[config.mk]
export PLATFORM = sky130hd
export DESIGN_NAME = spi_rx_word
export DESIGN_NICKNAME = d
export VERILOG_FILES = /design/src/rtl/spi_rx_word.sv
export SDC_FILE = /design/constraint.sdc
export NUM_CORES = 1
export LEC_CHECK = 0
export CELL_PAD_IN_SITES_DETAIL_PLACEMENT = 0
export CELL_PAD_IN_SITES_GLOBAL_PLACEMENT = 1
export CORE_MARGIN = 8
export CORE_UTILIZATION = 45
export CTS_CLUSTER_DIAMETER = 100
export DETAILED_ROUTE_END_ITERATION = 8
export HOLD_SLACK_MARGIN = 0.03
export PLACE_DENSITY = 0.81
export SLEW_MARGIN = 20
export SYNTH_ARGS = -nofsm -noshare
export SYNTH_HDL_FRONTEND = slang
export SYNTH_SLANG_ARGS = --single-unit
[constraint.sdc]
create_clock -name i_Clk -period 2.2 [get_ports i_Clk]
set_input_delay 0.22 -clock i_Clk [delete_from_list [all_inputs] [get_ports i_Clk]]
set_output_delay 0.22 -clock i_Clk [all_outputs]
set_load 0.02 [all_outputs]
[src/rtl/spi_rx_word.sv]
// SPI slave receiver: synchronises SCK/MOSI/CS_n, frames MSB-first words on chip-select and
// presents them on a valid/ready port. Define SPI_RX_FIFO_EN for a FIFO_DEPTH-entry output FIFO.
module spi_rx_word #(
  parameter int SPI_MODE   = 0,
  parameter int WORD_BITS  = 14,
  parameter int FIFO_DEPTH = 4
) (
  input  logic                 i_Clk,
  input  logic                 i_Rst_L,
  input  logic                 i_SPI_Clk,
  input  logic                 i_SPI_MOSI,
  input  logic                 i_SPI_CS_n,
  output logic [WORD_BITS-1:0] o_RX_Word,
  output logic                 o_RX_DV,
  input  logic                 i_RX_Ready,
  output logic                 o_Frame_Err,
  output logic                 o_Overrun
);
  localparam logic CPOL = (SPI_MODE == 2) || (SPI_MODE == 3);
  localparam logic CPHA = (SPI_MODE == 1) || (SPI_MODE == 3);
  localparam int   CW   = $clog2(WORD_BITS + 1);

  localparam logic [1:0] ST_IDLE    = 2'd0;
  localparam logic [1:0] ST_SHIFT   = 2'd1;
  localparam logic [1:0] ST_WAIT_CS = 2'd2;

  logic sck_s1_q, sck_s2_q, sck_h_q;
  logic mosi_s1_q, mosi_s2_q;
  logic cs_s1_q, cs_s2_q, cs_h_q;

  always_ff @(posedge i_Clk or negedge i_Rst_L) begin
    if (!i_Rst_L) begin
      sck_s1_q  <= CPOL;
      sck_s2_q  <= CPOL;
      sck_h_q   <= CPOL;
      mosi_s1_q <= 1'b0;
      mosi_s2_q <= 1'b0;
      cs_s1_q   <= 1'b1;
      cs_s2_q   <= 1'b1;
      cs_h_q    <= 1'b1;
    end else begin
      sck_s1_q  <= i_SPI_Clk;
      sck_s2_q  <= sck_s1_q;
      sck_h_q   <= sck_s2_q;
      mosi_s1_q <= i_SPI_MOSI;
      mosi_s2_q <= mosi_s1_q;
      cs_s1_q   <= i_SPI_CS_n;
      cs_s2_q   <= cs_s1_q;
      cs_h_q    <= cs_s2_q;
    end
  end

  logic lead_edge, trail_edge, sample, cs_fall, cs_rise;
  assign lead_edge  = (sck_h_q == CPOL) && (sck_s2_q != CPOL);
  assign trail_edge = (sck_h_q != CPOL) && (sck_s2_q == CPOL);
  assign sample     = CPHA ? trail_edge : lead_edge;
  assign cs_fall    = cs_h_q && !cs_s2_q;
  assign cs_rise    = !cs_h_q && cs_s2_q;

  // The preset synchronisers would fake a CS_n fall if CS_n is already low at reset release,
  // so framing is armed only once real samples show CS_n high.
  logic [1:0]           flush_q, flush_d;
  logic                 armed_q, armed_d;
  logic [1:0]           state_q, state_d;
  logic [CW-1:0]        cnt_q, cnt_d;
  logic [WORD_BITS-2:0] sr_q, sr_d;
  logic                 extra_q, extra_d;
  logic                 frame_err_q, frame_err_d;
  logic                 overrun_q, overrun_d;
  logic [WORD_BITS-1:0] sr_shift;
  logic                 commit;

  assign sr_shift = {sr_q, mosi_s2_q};

  always_comb begin
    flush_d     = (flush_q == 2'd3) ? flush_q : flush_q + 2'd1;
    armed_d     = armed_q | ((flush_q == 2'd3) && cs_s2_q && cs_h_q);
    state_d     = state_q;
    cnt_d       = cnt_q;
    sr_d        = sr_q;
    extra_d     = extra_q;
    frame_err_d = 1'b0;
    commit      = 1'b0;
    case (state_q)
      ST_IDLE: begin
        if (cs_fall && armed_q) begin
          state_d = ST_SHIFT;
          cnt_d   = '0;
          extra_d = 1'b0;
        end
      end
      ST_SHIFT: begin
        if (cs_rise) begin
          state_d     = ST_IDLE;
          frame_err_d = (cnt_q != '0);
          cnt_d       = '0;
        end else if (sample) begin
          sr_d = sr_shift[WORD_BITS-2:0];
          if (cnt_q == CW'(WORD_BITS - 1)) begin
            commit  = 1'b1;
            state_d = ST_WAIT_CS;
            cnt_d   = CW'(WORD_BITS);
          end else begin
            cnt_d = cnt_q + 1'b1;
          end
        end
      end
      ST_WAIT_CS: begin
        if (cs_rise) begin
          state_d     = ST_IDLE;
          frame_err_d = extra_q;
          extra_d     = 1'b0;
          cnt_d       = '0;
        end else if (sample) begin
          extra_d = 1'b1;
        end
      end
      default: state_d = ST_IDLE;
    endcase
  end

  always_ff @(posedge i_Clk or negedge i_Rst_L) begin
    if (!i_Rst_L) begin
      flush_q     <= 2'd0;
      armed_q     <= 1'b0;
      state_q     <= ST_IDLE;
      cnt_q       <= '0;
      sr_q        <= '0;
      extra_q     <= 1'b0;
      frame_err_q <= 1'b0;
      overrun_q   <= 1'b0;
    end else begin
      flush_q     <= flush_d;
      armed_q     <= armed_d;
      state_q     <= state_d;
      cnt_q       <= cnt_d;
      sr_q        <= sr_d;
      extra_q     <= extra_d;
      frame_err_q <= frame_err_d;
      overrun_q   <= overrun_d;
    end
  end

  assign o_Frame_Err = frame_err_q;
  assign o_Overrun   = overrun_q;

  logic pop;
  assign pop = o_RX_DV && i_RX_Ready;

`ifdef SPI_RX_FIFO_EN
  localparam int AW = $clog2(FIFO_DEPTH);

  logic [WORD_BITS-1:0] mem_q [FIFO_DEPTH];
  logic [AW:0]          wr_ptr_q, wr_ptr_d, rd_ptr_q, rd_ptr_d;
  logic                 empty, full, push;

  assign empty = (wr_ptr_q == rd_ptr_q);
  assign full  = (wr_ptr_q[AW] != rd_ptr_q[AW]) && (wr_ptr_q[AW-1:0] == rd_ptr_q[AW-1:0]);
  assign push  = commit && (!full || pop);

  always_comb begin
    wr_ptr_d  = wr_ptr_q + {{AW{1'b0}}, push};
    rd_ptr_d  = rd_ptr_q + {{AW{1'b0}}, pop};
    overrun_d = commit && full && !pop;
  end

  always_ff @(posedge i_Clk or negedge i_Rst_L) begin
    if (!i_Rst_L) begin
      wr_ptr_q <= '0;
      rd_ptr_q <= '0;
    end else begin
      wr_ptr_q <= wr_ptr_d;
      rd_ptr_q <= rd_ptr_d;
    end
  end

  always_ff @(posedge i_Clk) begin
    if (push) mem_q[wr_ptr_q[AW-1:0]] <= sr_shift;
  end

  assign o_RX_DV   = !empty;
  assign o_RX_Word = empty ? '0 : mem_q[rd_ptr_q[AW-1:0]];
`else
  logic [WORD_BITS-1:0] hold_word_q, hold_word_d;
  logic                 hold_dv_q, hold_dv_d;

  // A commit coinciding with a consume reuses the slot being freed.
  always_comb begin
    hold_word_d = hold_word_q;
    hold_dv_d   = hold_dv_q && !pop;
    overrun_d   = 1'b0;
    if (commit) begin
      if (!hold_dv_q || pop) begin
        hold_word_d = sr_shift;
        hold_dv_d   = 1'b1;
      end else begin
        overrun_d = 1'b1;
      end
    end
  end

  always_ff @(posedge i_Clk or negedge i_Rst_L) begin
    if (!i_Rst_L) begin
      hold_word_q <= '0;
      hold_dv_q   <= 1'b0;
    end else begin
      hold_word_q <= hold_word_d;
      hold_dv_q   <= hold_dv_d;
    end
  end

  assign o_RX_DV   = hold_dv_q;
  assign o_RX_Word = hold_word_q;
`endif

endmodule

==> flow_summary.yaml <==
floorplanning:
  start_util_pct: 46.1
  coreArea_um2: 4320
  die_h_um: 82.6
  pin_count: 23
  die_area_um2: 6810
  rows: 24
  die_width_um: 82.6
timing:
  max_clock_freq_mhz: 496
  rsz0062_at_grt: "false"
  setup_slack_ps: 185
  fin_crit_ps: 2010
  fin_crit_sh_pct: 91.6
  tns_ps: 0
  skew_ps: 9.56
  hold_violations: 0
  slew_viol_final: 0
  whs_ps: 326
  final-setup-viol-count: 0
  worst_pin_slew_ps: 524
  slew_headroom_pct: 65.0
worst_setup_path:
  crit_type: "flip-flop to flip-flop"
  arrival_ps: 2200
  crit_path_end_kind: "flip-flop"
  crit_path_start_kind: "flip-flop"
  crit_required_ps: 2380
  cp_max_fo: 5
global_route:
  grt_pass1_wl_mm: 5.95
  grt_max_degree: 25
  grt_use_total_pct: 11.7
  antenna_found_initial: 0
  grt_pass1_vias: 1257
  grt-ovfl-total: 0
clock_tree:
  clkTransAtPathRegs_ps: 80
  cts_max_level: 2
  cts_root_buf: "clkbuf_8"
  cts_tree: "done"
  numClockSinks: 48
  clockBufferDepth: 2
  cts_resized: 0
  insertion_delay_ps: 300
  cts_buffers: 5
route:
  vias: 1140
  firstDrtPassIters: 4
  remaining_drc_errors: 0
  initialDrtViolationCount: 55
  drt-total-wl_mm: 3.40
  routed_via_density: 5.16
  postRouteAntennaNets: 0
  routedWlPerCell_um: 15.4
placement:
  place.gp.congestion: 0.771
  dpl_worst_slack_ps: 188
  io_buffers: 22
  dp_hpwl_mm: 2.47
logic_synthesis:
  yosysWarnings: 0
  syn_inst: 137
  synth_seq_area_share_pct: 60.5
  synth_area_um2: 1990
  syn_area_per_cell_um2: 14.5
  yosys_register_bits: 48
  synth.net_count: 152
  synthDistinctLibCells: 27
power_and_ir_drop:
  power_uw: 2030
  leakage_uw: 0.00110
  ir_worst_vdd_uv: 467
  powerDensity_nw_per_um2: 852
layout:
  syn2layout_area_growth_pct: 19.6
  drive_gt1_share_pct: 31.4
  n_antenna_cell: 0
  finalNetCount: 183
flow_run:
  drv_cap: 0
hold_path:
  hold_path.class: "primary input to flip-flop"
run_status:
  outcome: "finished clean"
==> cell families (layout without fill, tap and decap cells) <==
logic type	count (synthesis)	count (layout)	synth area share, %
adders and majority gates	9	9	5.65
xor gates and xnor gates	1	1	0.440
buffers and inverters	9	41	2.57
AOI/OAI and AO/OA	10	10	3.20
and+or+nand+nor	26	26	8.60
muxes	34	34	19.1
DFF	48	48	60.5
==> layout by cell type (no fill, tap or decap), drive strengths merged, types with 3 or more instances in the layout <==
cell type	n
buf	6
mux2	32
ha	9
a21oi	5
inv	6
dfrtp	45
dfstp	3
clkdlybuf4s50	21
nor2	3
nand2	4
nand3	6
clkbuf	6
nor3	3
==> area by class of cell <==
class                      count  area (µm²)
fill                         377        1940
sequential                    48        1200
multi-input combinational     80         737
timing repair buffer          28         263
clock buffer                   6        82.6
tap                           52        65.1
inverter                       5        18.8
clock inverter                 2        13.8
==> critical path, cell delays in order, from the launching register on <==
cell      delay, ps
dfrtp_1         390
inv_1            90
ha_1            260
or3b_1          400
o211ai_2        100
and3b_1         300
mux2_2          360
==> state kept, by name (all words and copies together), names as in the netlist <==
name         count
sck_s1_q         1
sck_s2_q         1
mosi_s1_q        1
o_RX_Word       14
flush_q          2
o_Overrun        1
cs_s1_q          1
sck_h_q          1
cnt_q            4
mosi_s2_q        1
state_q          2
sr_q            13
armed_q          1
o_RX_DV          1
extra_q          1
cs_s2_q          1
o_Frame_Err      1
cs_h_q           1
==> metrics by stage <==
| stage | util [%] | cells | area [µm²] |
|---|---|---|---|
| after floorplan | - | 137 | 1990 |
| after global placement | 52.7 | 212 | 2280 |
| after detailed placement | 52.7 | 212 | 2280 |
| after CTS | 55.2 | 221 | 2380 |
| after global routing | 55.2 | 221 | 2380 |
| final | 55.2 | 221 | 2380 |
==> layer usage <==
layer / track usage [%] / part of all wire, %
met1: 13.9 / 44
met2: 18.5 / 50
met5: 0 / 0
met3: 4.33 / 4.5
met4: 5.17 / 1.0
==> where the power goes <==
group,leakage (µW),switching (µW),internal (µW)
logic,0.000426,192,199
clock network,0.0000516,290,257
registers,0.000620,96.7,997
total,0.00110,579,1450
==> synthesized netlist by cell type <==
cell	number	area (µm²)
o211ai_2	1	12.5
dfstp_2	3	78.8
nand2b_1	2	12.5
dfrtp_1	45	1130
nand2_1	4	15.0
nor3b_4	1	18.8
a31oi_1	2	12.5
a21oi_1	5	25.0
nand3b_1	1	7.51
inv_1	5	18.8
nor2b_1	1	6.26
nor2_1	3	11.3
xnor2_1	1	8.76
o21ai_0	1	5.00
or3b_1	1	8.76
mux2_2	32	360
buf_2	2	10.0
ha_1	9	113
nor3_1	3	15.0
mux2i_1	2	20.0
a31o_2	1	8.76
nor4b_1	2	17.5
and3b_1	1	8.76
nand3_4	1	17.5
nor3b_1	1	7.51
nand3_1	5	25.0
buf_6	2	22.5
==> worst paths after layout <==
kind / start / end / slack, ps / cells after the start
setup / recovery: state_q[0] / cnt_q[2] / 190 / 6
max in group asynchronous: i_Rst_L / cs_s2_q / 1120 / 3
setup reg to reg: state_q[0] / cnt_q[2] / 190 / 6
min in group asynchronous: i_Rst_L / extra_q / 430 / 2
hold / removal: i_SPI_CS_n / cs_s1_q / 330 / 1
hold reg to reg: mosi_s1_q / mosi_s2_q / 350 / 0
==> timing repair <==
| item | in CTS | in global routing |
|---|---|---|
| hold endpoints to repair | 22 | 0 |
| buffers inserted | 0 | 0 |
| hold buffers | 1 | 0 |
Note: power is estimated with default switching activity, not from simulation.
